### config.mk
export PLATFORM = sky130hd
export DESIGN_NAME = uart_tx_cfg
export DESIGN_NICKNAME = d
export VERILOG_FILES = /design/src/rtl/uart_tx_cfg_pkg.sv /design/src/rtl/uart_tx_cfg_fifo.sv /design/src/rtl/uart_tx_cfg.sv
export SDC_FILE = /design/constraint.sdc
export NUM_CORES = 1
export LEC_CHECK = 0
export ABC_AREA = 0
export CAP_MARGIN = 10
export CELL_PAD_IN_SITES_DETAIL_PLACEMENT = 1
export CELL_PAD_IN_SITES_GLOBAL_PLACEMENT = 1
export CORE_MARGIN = 2
export CORE_UTILIZATION = 41
export DETAILED_ROUTE_END_ITERATION = 10
export GPL_TIMING_DRIVEN = 0
export PLACE_DENSITY = 0.72
export SLEW_MARGIN = 40
export SYNTH_ARGS = -nofsm -noshare
export SYNTH_HDL_FRONTEND = slang
export SYNTH_HIERARCHICAL = 1
export SYNTH_SLANG_ARGS = --single-unit
### constraint.sdc
create_clock -name clk -period 3.17 [get_ports clk]
set_input_delay 0.317 -clock clk [delete_from_list [all_inputs] [get_ports clk]]
set_output_delay 0.317 -clock clk [all_outputs]
set_load 0.05 [all_outputs]
### src/rtl/uart_tx_cfg_pkg.sv
// -----------------------------------------------------------------------------
// uart_tx_cfg_pkg
//   Shared types for the configurable UART transmitter.
//   Parity_t     : NONE / EVEN / ODD parity selection (encoding 3 maps to NONE)
//   TxState_t    : transmitter FSM states
//   TXIrqFlags_t : registered interrupt pulses (frame done, FIFO drained)
// -----------------------------------------------------------------------------
package uart_tx_cfg_pkg;

  typedef enum logic [1:0] {
    PAR_NONE = 2'd0,
    PAR_EVEN = 2'd1,
    PAR_ODD  = 2'd2
  } Parity_t;

  typedef enum logic [2:0] {
    ST_IDLE   = 3'd0,
    ST_START  = 3'd1,
    ST_DATA   = 3'd2,
    ST_PARITY = 3'd3,
    ST_STOP   = 3'd4,
    ST_BREAK  = 3'd5
  } TxState_t;

  typedef struct packed {
    logic done;
    logic empty;
  } TXIrqFlags_t;

  localparam logic [3:0] MIN_BITS     = 4'd5;
  localparam logic [3:0] DEFAULT_BITS = 4'd8;

  // The unused encoding 3 behaves as "no parity".
  function automatic Parity_t to_parity(input logic [1:0] p);
    case (p)
      2'd1:    return PAR_EVEN;
      2'd2:    return PAR_ODD;
      default: return PAR_NONE;
    endcase
  endfunction

endpackage

### src/rtl/uart_tx_cfg_fifo.sv
// -----------------------------------------------------------------------------
// uart_tx_cfg_fifo
//   Circular-buffer storage for the TX FIFO. Occupancy is tracked by the
//   parent, which only issues push/pop when legal; a push and a pop in the
//   same cycle both take effect. The head word is presented combinationally.
// Ports
//   clk, rst_n : clock, asynchronous active-low reset
//   flush_i    : return both pointers to 0 (FIFO becomes empty)
//   push_i     : write wdata_i at the tail
//   pop_i      : advance the head
//   wdata_i    : word to store
//   rdata_o    : word at the head
// -----------------------------------------------------------------------------
module uart_tx_cfg_fifo #(
  parameter int data_size   = 9,
  parameter int buffer_size = 8
) (
  input  logic                 clk,
  input  logic                 rst_n,
  input  logic                 flush_i,
  input  logic                 push_i,
  input  logic                 pop_i,
  input  logic [data_size-1:0] wdata_i,
  output logic [data_size-1:0] rdata_o
);

  localparam int PTR_W = $clog2(buffer_size);

  logic [data_size-1:0] mem_q [buffer_size];
  logic [PTR_W-1:0]     wr_ptr_q, wr_ptr_d;
  logic [PTR_W-1:0]     rd_ptr_q, rd_ptr_d;

  always_comb begin
    wr_ptr_d = wr_ptr_q;
    rd_ptr_d = rd_ptr_q;
    if (flush_i) begin
      wr_ptr_d = '0;
      rd_ptr_d = '0;
    end else begin
      if (push_i) wr_ptr_d = wr_ptr_q + 1'b1;
      if (pop_i)  rd_ptr_d = rd_ptr_q + 1'b1;
    end
  end

  // NOTE: storage has no reset; stale words are unreachable because the
  // pointers (which are reset) define what is valid.
  always_ff @(posedge clk) begin
    if (push_i) mem_q[wr_ptr_q] <= wdata_i;
  end

  always_ff @(posedge clk or negedge rst_n) begin
    if (!rst_n) begin
      wr_ptr_q <= '0;
      rd_ptr_q <= '0;
    end else begin
      wr_ptr_q <= wr_ptr_d;
      rd_ptr_q <= rd_ptr_d;
    end
  end

  assign rdata_o = mem_q[rd_ptr_q];

endmodule

### src/rtl/uart_tx_cfg.sv
// -----------------------------------------------------------------------------
// uart_tx_cfg
//   FIFO-buffered UART transmitter: 5..DATA_W_MAX data bits, none/even/odd
//   parity, 1 or 2 stop bits, optional RTS/CTS flow control, break generation.
//   Bit timing is driven by the one-cycle baud_tick enable.
// Ports
//   clk, rst_n                 : clock, asynchronous active-low reset
//   baud_tick                  : one pulse per bit period
//   wdata, wvalid, wready      : enqueue port (wready = !full && !flush)
//   tx                         : serial line, idle high
//   tx_rts_n, tx_cts_n         : flow control (active low)
//   cfg_data_bits/parity/stop2 : frame format, latched at frame start
//   cfg_flow_en                : honour CTS, drive RTS
//   cfg_flush, cfg_break       : level controls
//   fifo_full/empty/level      : FIFO status
//   busy                       : FSM not idle
//   irq_done, irq_empty        : one-cycle event pulses
// -----------------------------------------------------------------------------
module uart_tx_cfg #(
  parameter int DATA_W_MAX = 9,
  parameter int FIFO_DEPTH = 8,
  parameter int LVL_W      = $clog2(FIFO_DEPTH) + 1
) (
  input  logic                  clk,
  input  logic                  rst_n,
  input  logic                  baud_tick,
  input  logic [DATA_W_MAX-1:0] wdata,
  input  logic                  wvalid,
  output logic                  wready,
  output logic                  tx,
  output logic                  tx_rts_n,
  input  logic                  tx_cts_n,
  input  logic [3:0]            cfg_data_bits,
  input  logic [1:0]            cfg_parity,
  input  logic                  cfg_stop2,
  input  logic                  cfg_flow_en,
  input  logic                  cfg_flush,
  input  logic                  cfg_break,
  output logic                  fifo_full,
  output logic                  fifo_empty,
  output logic [LVL_W-1:0]      fifo_level,
  output logic                  busy,
  output logic                  irq_done,
  output logic                  irq_empty
);

  import uart_tx_cfg_pkg::*;

  localparam logic [3:0]       MAX_BITS = 4'(DATA_W_MAX);
  localparam logic [LVL_W-1:0] LVL_FULL = LVL_W'(FIFO_DEPTH);
  localparam logic [LVL_W-1:0] LVL_ONE  = LVL_W'(1);

  TxState_t              state_q, state_d;
  logic                  tx_q, tx_d;
  logic                  rts_n_q, rts_n_d;
  logic [DATA_W_MAX-1:0] shift_q, shift_d;
  logic [DATA_W_MAX-1:0] frame_q, frame_d;   // unshifted copy for parity
  logic [3:0]            bits_q, bits_d;
  logic [3:0]            cnt_q, cnt_d;       // data bit / stop bit / break-tail counter
  Parity_t               par_q, par_d;
  logic                  stop2_q, stop2_d;
  logic                  rel_q, rel_d;       // break released, sending the idle tail
  TXIrqFlags_t           irq_q, irq_d;
  logic [LVL_W-1:0]      level_q, level_d;

  logic                  push, pop, frame_done, par_even;
  logic [DATA_W_MAX-1:0] fifo_rdata, data_mask;
  logic [3:0]            bits_eff;

  // ---------------------------------------------------------------- FIFO ----
  assign fifo_full  = (level_q == LVL_FULL);
  assign fifo_empty = (level_q == '0);
  assign wready     = !fifo_full && !cfg_flush;
  assign push       = wvalid && wready;

  uart_tx_cfg_fifo #(
    .data_size  (DATA_W_MAX),
    .buffer_size(FIFO_DEPTH)
  ) u_fifo (
    .clk    (clk),
    .rst_n  (rst_n),
    .flush_i(cfg_flush),
    .push_i (push),
    .pop_i  (pop),
    .wdata_i(wdata),
    .rdata_o(fifo_rdata)
  );

  always_comb begin
    level_d = level_q;
    if (cfg_flush) begin
      level_d = '0;
    end else begin
      case ({push, pop})
        2'b10:   level_d = level_q + LVL_ONE;
        2'b01:   level_d = level_q - LVL_ONE;
        default: level_d = level_q;
      endcase
    end
  end

  // ------------------------------------------------------------- datapath ---
  assign bits_eff  = (cfg_data_bits >= MIN_BITS && cfg_data_bits <= MAX_BITS)
                     ? cfg_data_bits : DEFAULT_BITS;
  assign data_mask = ~({DATA_W_MAX{1'b1}} << bits_q);
  assign par_even  = ^(frame_q & data_mask);
  assign busy      = (state_q != ST_IDLE);

  // ------------------------------------------------------------------ FSM ---
  // NOTE: every output of this block gets a default first so no path leaves
  // a variable unassigned (which would infer a latch).
  always_comb begin
    state_d    = state_q;
    tx_d       = tx_q;
    shift_d    = shift_q;
    frame_d    = frame_q;
    bits_d     = bits_q;
    par_d      = par_q;
    stop2_d    = stop2_q;
    cnt_d      = cnt_q;
    rel_d      = rel_q;
    pop        = 1'b0;
    frame_done = 1'b0;

    case (state_q)
      ST_IDLE: begin
        if (cfg_break) begin
          // Break entry does not wait for a tick.
          state_d = ST_BREAK;
          tx_d    = 1'b0;
          rel_d   = 1'b0;
          cnt_d   = '0;
        end else if (baud_tick && !fifo_empty && !cfg_flush &&
                     (!cfg_flow_en || !tx_cts_n)) begin
          pop     = 1'b1;
          shift_d = fifo_rdata;
          frame_d = fifo_rdata;
          bits_d  = bits_eff;
          par_d   = to_parity(cfg_parity);
          stop2_d = cfg_stop2;
          tx_d    = 1'b0;
          state_d = ST_START;
        end
      end

      ST_START: begin
        if (baud_tick) begin
          tx_d    = shift_q[0];
          shift_d = shift_q >> 1;
          cnt_d   = 4'd1;
          state_d = ST_DATA;
        end
      end

      ST_DATA: begin
        if (baud_tick) begin
          if (cnt_q == bits_q) begin
            cnt_d = '0;
            if (par_q != PAR_NONE) begin
              tx_d    = (par_q == PAR_ODD) ? ~par_even : par_even;
              state_d = ST_PARITY;
            end else begin
              tx_d    = 1'b1;
              state_d = ST_STOP;
            end
          end else begin
            tx_d    = shift_q[0];
            shift_d = shift_q >> 1;
            cnt_d   = cnt_q + 4'd1;
          end
        end
      end

      ST_PARITY: begin
        if (baud_tick) begin
          tx_d    = 1'b1;
          cnt_d   = '0;
          state_d = ST_STOP;
        end
      end

      ST_STOP: begin
        if (baud_tick) begin
          if (stop2_q && cnt_q == '0) begin
            cnt_d = 4'd1;
          end else begin
            cnt_d      = '0;
            frame_done = 1'b1;
            state_d    = ST_IDLE;
          end
        end
      end

      ST_BREAK: begin
        if (baud_tick) begin
          if (!rel_q) begin
            if (!cfg_break) begin
              tx_d  = 1'b1;
              rel_d = 1'b1;
              cnt_d = '0;
            end
          end else if (cnt_q == 4'd1) begin
            cnt_d   = '0;
            rel_d   = 1'b0;
            state_d = ST_IDLE;
          end else begin
            cnt_d = cnt_q + 4'd1;
          end
        end
      end

      default: begin
        state_d = ST_IDLE;
        tx_d    = 1'b1;
      end
    endcase
  end

  always_comb begin
    irq_d.done  = frame_done;
    irq_d.empty = pop && !push && (level_q == LVL_ONE) && !cfg_flush;
    rts_n_d     = !(cfg_flow_en && (!fifo_empty || busy));
  end

  // NOTE: sequential state uses non-blocking assignments so every register
  // samples the pre-edge values of the others.
  always_ff @(posedge clk or negedge rst_n) begin
    if (!rst_n) begin
      state_q <= ST_IDLE;
      tx_q    <= 1'b1;
      rts_n_q <= 1'b1;
      shift_q <= '0;
      frame_q <= '0;
      bits_q  <= DEFAULT_BITS;
      cnt_q   <= '0;
      par_q   <= PAR_NONE;
      stop2_q <= 1'b0;
      rel_q   <= 1'b0;
      irq_q   <= '0;
      level_q <= '0;
    end else begin
      state_q <= state_d;
      tx_q    <= tx_d;
      rts_n_q <= rts_n_d;
      shift_q <= shift_d;
      frame_q <= frame_d;
      bits_q  <= bits_d;
      cnt_q   <= cnt_d;
      par_q   <= par_d;
      stop2_q <= stop2_d;
      rel_q   <= rel_d;
      irq_q   <= irq_d;
      level_q <= level_d;
    end
  end

  assign tx         = tx_q;
  assign tx_rts_n   = rts_n_q;
  assign irq_done   = irq_q.done;
  assign irq_empty  = irq_q.empty;
  assign fifo_level = level_q;

endmodule

==> results of run 1 <==
logic make-up (layout without fill, tap and decap cells):
family / after synthesis / count (layout) / synth area share, %
AND/OR/NAND/NOR: 140 / 140 / 12.1
buffers and inverters: 36 / 106 / 3.64
adder cells (fa/ha/maj): 9 / 9 / 1.97
multiplexers: 45 / 45 / 13.4
AO/OA/AOI/OAI: 60 / 60 / 6.88
XOR/XNOR: 16 / 16 / 2.73
flip-flops: 119 / 119 / 59.2
sequential cells by signal (all words and copies together) (netlist names):
| signal | cells |
|---|---|
| cnt_q | 4 |
| irq_empty | 1 |
| u_fifo/mem_q | 72 |
| frame_q | 9 |
| u_fifo/rd_ptr_q | 3 |
| bits_q | 4 |
| tx | 1 |
| par_q | 2 |
| stop2_q | 1 |
| shift_q | 9 |
| rel_q | 1 |
| state_q | 3 |
| tx_rts_n | 1 |
| u_fifo/wr_ptr_q | 3 |
| fifo_level | 4 |
| irq_done | 1 |
power breakdown:
group	switching [W]	total, W	internal, W
Combinational	0.000897	0.00154	0.000646
Sequential	0.000138	0.00199	0.00186
Clock	0.000725	0.00177	0.00105
worst max-delay path: cells and delay by family (launching register included):
kind | cells | cell delay [ns]
adder cells (fa/ha/maj) | 1 | 0.22
buffers and inverters | 3 | 0.70
flip-flops | 1 | 0.48
AND/OR/NAND/NOR | 4 | 1.08
metrics by stage:
| stage | util [%] | power [W] | cells | area, um2 | hold WS (ns) |
|---|---|---|---|---|---|
| after floorplan | - | 0.00314 | 425 | 5640 | 0.0214 |
| after global placement | 46.5 | 0.00350 | 635 | 6200 | 0.463 |
| after detailed placement | 46.9 | 0.00356 | 638 | 6260 | 0.203 |
| after CTS | 51.1 | 0.00535 | 671 | 6820 | 0.171 |
| after global routing | 51.1 | 0.00558 | 671 | 6820 | 0.182 |
| final | 51.1 | 0.00531 | 671 | 6820 | 0.190 |
cell type report:
type	count	area (um2)	share of cell area [%]
clock buffer	20	457	6.69
clock inverter	12	95.1	1.39
sequential	119	3340	49.0
multi-input combinational	270	2120	31.1
timing repair buffer	38	383	5.61
buffer	22	150	2.20
tap	176	220	3.23
inverter	14	55.1	0.807
cells in the final DEF, fill, tap and decap left out, drive strengths merged, types with 9 or more instances in the layout:
cell type / n
inv: 17
mux2i: 15
mux4: 18
nand2: 55
clkdlybuf4s50: 33
edfxtp: 72
nand3: 9
dfrtp: 44
mux2: 12
o21ai: 12
a21oi: 23
clkbuf: 26
nor2: 38
buf: 20
xnor2: 14
final timing paths:
| path | slack, ns | endpoint | from | cells past startpoint |
|---|---|---|---|---|
| max | 0.40 | u_fifo/mem_q[2][3]$_DFFE_PP_ | fifo_level[1]$_DFFE_PN0P_ | 8 |
| min | 0.19 | irq_done$_DFF_PN0_ | baud_tick | 3 |
| max reg2reg | 0.40 | u_fifo/mem_q[2][3]$_DFFE_PP_ | fifo_level[1]$_DFFE_PN0P_ | 8 |
| min reg2reg | 0.48 | stop2_q$_DFFE_PN0P_ | stop2_q$_DFFE_PN0P_ | 2 |
| max in group asynchronous | 2.33 | tx_rts_n$_DFF_PN1_ | rst_n | 3 |
| min in group asynchronous | 0.32 | shift_q[8]$_DFFE_PN0P_ | rst_n | 2 |
routing by layer:
metal | up-vias | track usage [%] | share of wire (%)
li1 | 1673 | - | -
met1 | 1831 | 23.3 | 44
met2 | 38 | 32.8 | 52
met3 | 16 | 4.23 | 2.0
met4 | 0 | 6.82 | 1.6
met5 | - | 0 | 0
repair_timing:
item / in CTS / in global routing
hold endpoints to repair: 16 / 0
hold buffers: 1 / 0
resized for setup: 0 / 0
setup endpoints to repair: 0 / 0
==> run_results.csv, run 1 <==
group,metric,value,unit
outcome,status,"completed",
setup_path,cp_max_fo,8,
clock_tree,post_cts_buffers,0,
setup_path,worstPathCellList,"inv_1, ha_1, nand3b_1, nand3_1, inv_1, nand2_1, nor3_2, buf_4",
logic_synthesis,synth_nets,457,
power_and_ir_drop,peakVddDrop,0.000420,V
logic_synthesis,synthTopCellsByCount,"72 x edfxtp_1, 54 x nand2_1, 44 x dfrtp_1, 37 x nor2_1, 23 x a21oi_1",
place,routabilityCongestion,0.820,
logic_synthesis,yosysMostFrequentCell,"edfxtp_1",
die,core_region_area,13300,um2
timing,drv_slew,0,
clock_tree,cts_tree,"built",
timing,finalClockSkew,0.0106,ns
logic_synthesis,ys.flop_type,"edfxtp_1",
logic_synthesis,synthArstFlopShare,39.5,%
power_and_ir_drop,p_per_area,778,nW/um2
die,dieHeight,121,um
global_routing,grt_overflow,0,
timing,period_needed,2.77,ns
timing,tns,0,ns
place,pre_cts_ws,0.128,ns
logic_synthesis,synth-seq-cells,119,
setup_path,critPathRequiredTime,3.30,ns
setup_path,crit_path_frequent_cell,"inv_1",
setup_path,crit_path_top_delay_cell,"nor3_2",
timing,setup_violations,0,
final_layout,drive_gt1_share,19.2,%
global_routing,grt_pass1_vias,3936,
final_layout,synthToLayoutAreaGrowth,20.9,%
logic_synthesis,syn-instance-count,425,
global_routing,grt_max_degree,32,
timing,max_freq,360,MHz
route,drt_iter0_drc,193,
worst_hold_path,hold_path.class,"in2reg",
route,via_per_inst,5.30,
global_routing,groute.usage.overall,19.0,%
setup_path,slowest_delay,0.49,ns
route,routedWlPerCell,19.3,um
logic_synthesis,synth_cell_type_count,64,
power_and_ir_drop,leakagePower,2.59,nW
logic_synthesis,netlist_area,5640,um2
timing,maxSlewHeadroom,45.8,%
logic_synthesis,yosys_warnings,6,
timing,max_slew.worst_pin.slew,0.814,ns
run,drv_cap,0,
setup_path,crit_type,"reg2reg",
clock_tree,clkLatencyLatePin,0.42,ns
route,drt_first_pass_iters,4,
final_layout,fillCellCount,1373,
die,die_area,14700,um2
global_routing,antenna_found_initial,0,
final_layout,nets,514,
timing,min_period_over_period,87.5,%
final_layout,antenna_cells,0,
logic_synthesis,synth_largest_area_cell,"edfxtp_1",
place,dp_hpwl,8880,um
timing,rsz0062_at_grt,"false",
route,ant_nets,0,
die,start_util,42.3,%
setup_path,worstSetupEndpointType,"register",
route,drc,0,
logic_synthesis,syn_area_per_cell,13.3,um2
clock_tree,clk_transition_reported_paths,0.06,ns
die,die_w,121,um
logic_synthesis,ys_seq_area_share,59.2,%
clock_tree,clock_sinks,119,
clock_tree,cts-root-buf,"clkbuf_16",
route,via_count,3558,
setup_path,cp-start-kind,"register",
logic_synthesis,ys_top_cells_by_area,"edfxtp_1 38%, dfrtp_1 20%, mux4_1 4.2%",
logic_synthesis,yosysTopAreaCellShare,38.3,%
clock_tree,cts.htree.levels,4,
global_routing,grt_pass1_wl,20800,um
route,routed_wl,12900,um
timing,fin_ws,0.396,ns
logic_synthesis,synth_edf_count,72,
die,fp-row-count,42,
timing,finalHoldViolCount,0,
setup_path,crit_arrival,2.90,ns
die,ios,36,
clock_tree,numCtsBuffers,17,
place,io_buffers,34,
clock_tree,cts_buffer_depth,2,
(Power assumes the default switching activity.)
==> inputs of run 2 (changes only) <==
- SKIP_CTS_REPAIR_TIMING: default -> 1
==> results of run 2 <==
The final DEF is identical to that of run 1; final timing and power are the same.
Among the figures that moved: met1 usage 23.3% -> 23.2%; met3 usage 4.23% -> 4.28%
==> inputs of run 3 (changes only) <==
- CORE_UTILIZATION: 41 -> 45
- PLACE_DENSITY: 0.72 -> 0.78
==> run_results.csv, run 3 (synthesized netlist as in run 1, its figures left out) <==
group,metric,value,unit
die,start_util,46.6,%
setup_path,cp_max_fo,7,
route,routedWlPerCell,19.2,um
place,dp_hpwl,8250,um
route,ant_nets,0,
setup_path,worstSetupEndpointType,"output pin",
clock_tree,numCtsBuffers,17,
setup_path,crit_arrival,2.44,ns
route,drt_first_pass_iters,4,
clock_tree,cts_tree,"built",
setup_path,cp.buffers_inverters,2,
final_layout,most-common-layout-cells,"72 x edfxtp_1, 54 x nand2_1, 44 x dfrtp_1",
route,drc,0,
route,via_per_inst,5.43,
global_routing,grt_pass1_wl,20500,um
setup_path,worst_path_dominant_cell_family,"buffers and inverters",
timing,tns,0,ns
timing,setup_violations,0,
timing,period_needed,2.76,ns
setup_path,crit_type,"reg2out",
power_and_ir_drop,peakVddDrop,0.000511,V
timing,max_slew.worst_pin.slew,0.595,ns
route,routed_wl,12700,um
route,drt_iter0_drc,167,
final_layout,reg_top3,"u_fifo/mem_q x72, frame_q x9, shift_q x9",
global_routing,groute.usage.overall,20.7,%
run,drv_cap,0,
timing,max_freq,363,MHz
timing,rsz0062_at_grt,"false",
die,ios,36,
global_routing,grt_overflow,0,
worst_hold_path,hold_path.class,"in2reg",
clock_tree,cts-root-buf,"clkbuf_16",
final_layout,drive_gt1_share,19.1,%
route,wl_met1,5310,um
clock_tree,clkLatencyLatePin,0.42,ns
global_routing,grt_max_degree,37,
timing,drv_slew,0,
power_and_ir_drop,leakagePower,2.62,nW
final_layout,antenna_cells,0,
place,io_buffers,34,
final_layout,nets,512,
setup_path,critPathRequiredTime,2.85,ns
route,via_count,3584,
timing,whs,0.196,ns
die,die_w,116,um
outcome,status,"completed",
power_and_ir_drop,p_per_area,812,nW/um2
clock_tree,cts.htree.levels,4,
place,routabilityCongestion,0.867,
timing,maxSlewHeadroom,60.3,%
die,fp-row-count,40,
clock_tree,clk_transition_reported_paths,0.06,ns
route,maxUsedRoutingLayer,"met4",
final_layout,top_register,"u_fifo/mem_q",
route,wl_met2,6840,um
clock_tree,cts_buffer_depth,2,
final_layout,largest_reg_flops,72,
timing,min_period_over_period,87.0,%
die,core_region_area,12100,um2
final_layout,layout_commonest_cell,"edfxtp_1",
timing,finalClockSkew,0.0174,ns
setup_path,slowest_delay,0.88,ns
final_layout,synthToLayoutAreaGrowth,22.0,%
clock_tree,clock_sinks,119,
global_routing,grt_pass1_vias,3861,
setup_path,crit_path_top_delay_cell,"clkdlybuf4s50_1",
setup_path,cp-start-kind,"register",
global_routing,antenna_found_initial,0,
route,wl_met3,383,um
setup_path,worstPathCellList,"inv_1, ha_1, nor3b_2, clkdlybuf4s50_1",
die,die_area,13400,um2
die,dieHeight,116,um
timing,finalHoldViolCount,0,
==> run 3: changes by cell type in the layout (fill, tap and decap cells not counted), sizes merged <==
| cell | previous run | this run |
|---|---|---|
| clkinvlp | 4 | 2 |
| bufinv | 0 | 4 |
| buf | 20 | 18 |
| clkbuf | 26 | 23 |
==> run 3: final cells by class <==
type,instances,area (um2)
Tap cell,168,210
Clock inverter,14,199
Multi-Input combinational cell,270,2130
Fill cell,1208,5230
Buffer,22,151
Timing Repair Buffer,36,368
Sequential cell,119,3340
Inverter,14,55.1
Clock buffer,17,425
==> run 3: power breakdown <==
part	switching [W]	internal (W)	leakage [nW]
Clock	0.000718	0.00132	0.299
Combinational	0.000908	0.000646	1.06
Sequential	0.000142	0.00186	1.25
==> run 3: metrics by stage <==
step / instances / power (W) / instance area [um2] / utilization (%) / setup slack [ns]
floorplan: 425 / 0.00314 / 5640 / - / 0.383
global placement: 627 / 0.00349 / 6190 / 51.1 / -0.183
detailed placement: 628 / 0.00357 / 6220 / 51.4 / 0.0759
CTS: 659 / 0.00564 / 6850 / 56.5 / 0.259
global route: 660 / 0.00585 / 6880 / 56.8 / 0.290
finish: 660 / 0.00559 / 6880 / 56.8 / 0.413
==> run 3: final timing paths <==
path / start / endpoint / slack (ns) / depth (start not counted)
min: baud_tick / irq_done$_DFF_PN0_ / 0.20 / 3
min reg2reg: stop2_q$_DFFE_PN0P_ / stop2_q$_DFFE_PN0P_ / 0.49 / 2
max reg2reg: fifo_level[1]$_DFFE_PN0P_ / u_fifo/mem_q[1][7]$_DFFE_PP_ / 0.51 / 7
max: fifo_level[1]$_DFFE_PN0P_ / fifo_empty / 0.41 / 4
min in group asynchronous: rst_n / state_q[1]$_DFFE_PN0P_ / 0.29 / 2
max in group asynchronous: rst_n / tx$_DFFE_PN1P_ / 2.37 / 3
==> run 3: worst reg2reg max path, stage by stage (launching register included) <==
cell and delay (ns):
dfrtp_1 0.46, inv_1 0.11, ha_1 0.22, nand3b_1 0.11
nand3_1 0.27, inv_1 0.34, nand2b_1 0.25, nor2_2 0.54
==> run 3: layer usage <==
metal  global-route usage, %  up-vias
met5                       0        -
met4                    7.06        0
met3                    4.86       12
met2                    37.0       54
met1                    24.6     1846
li1                        -     1672
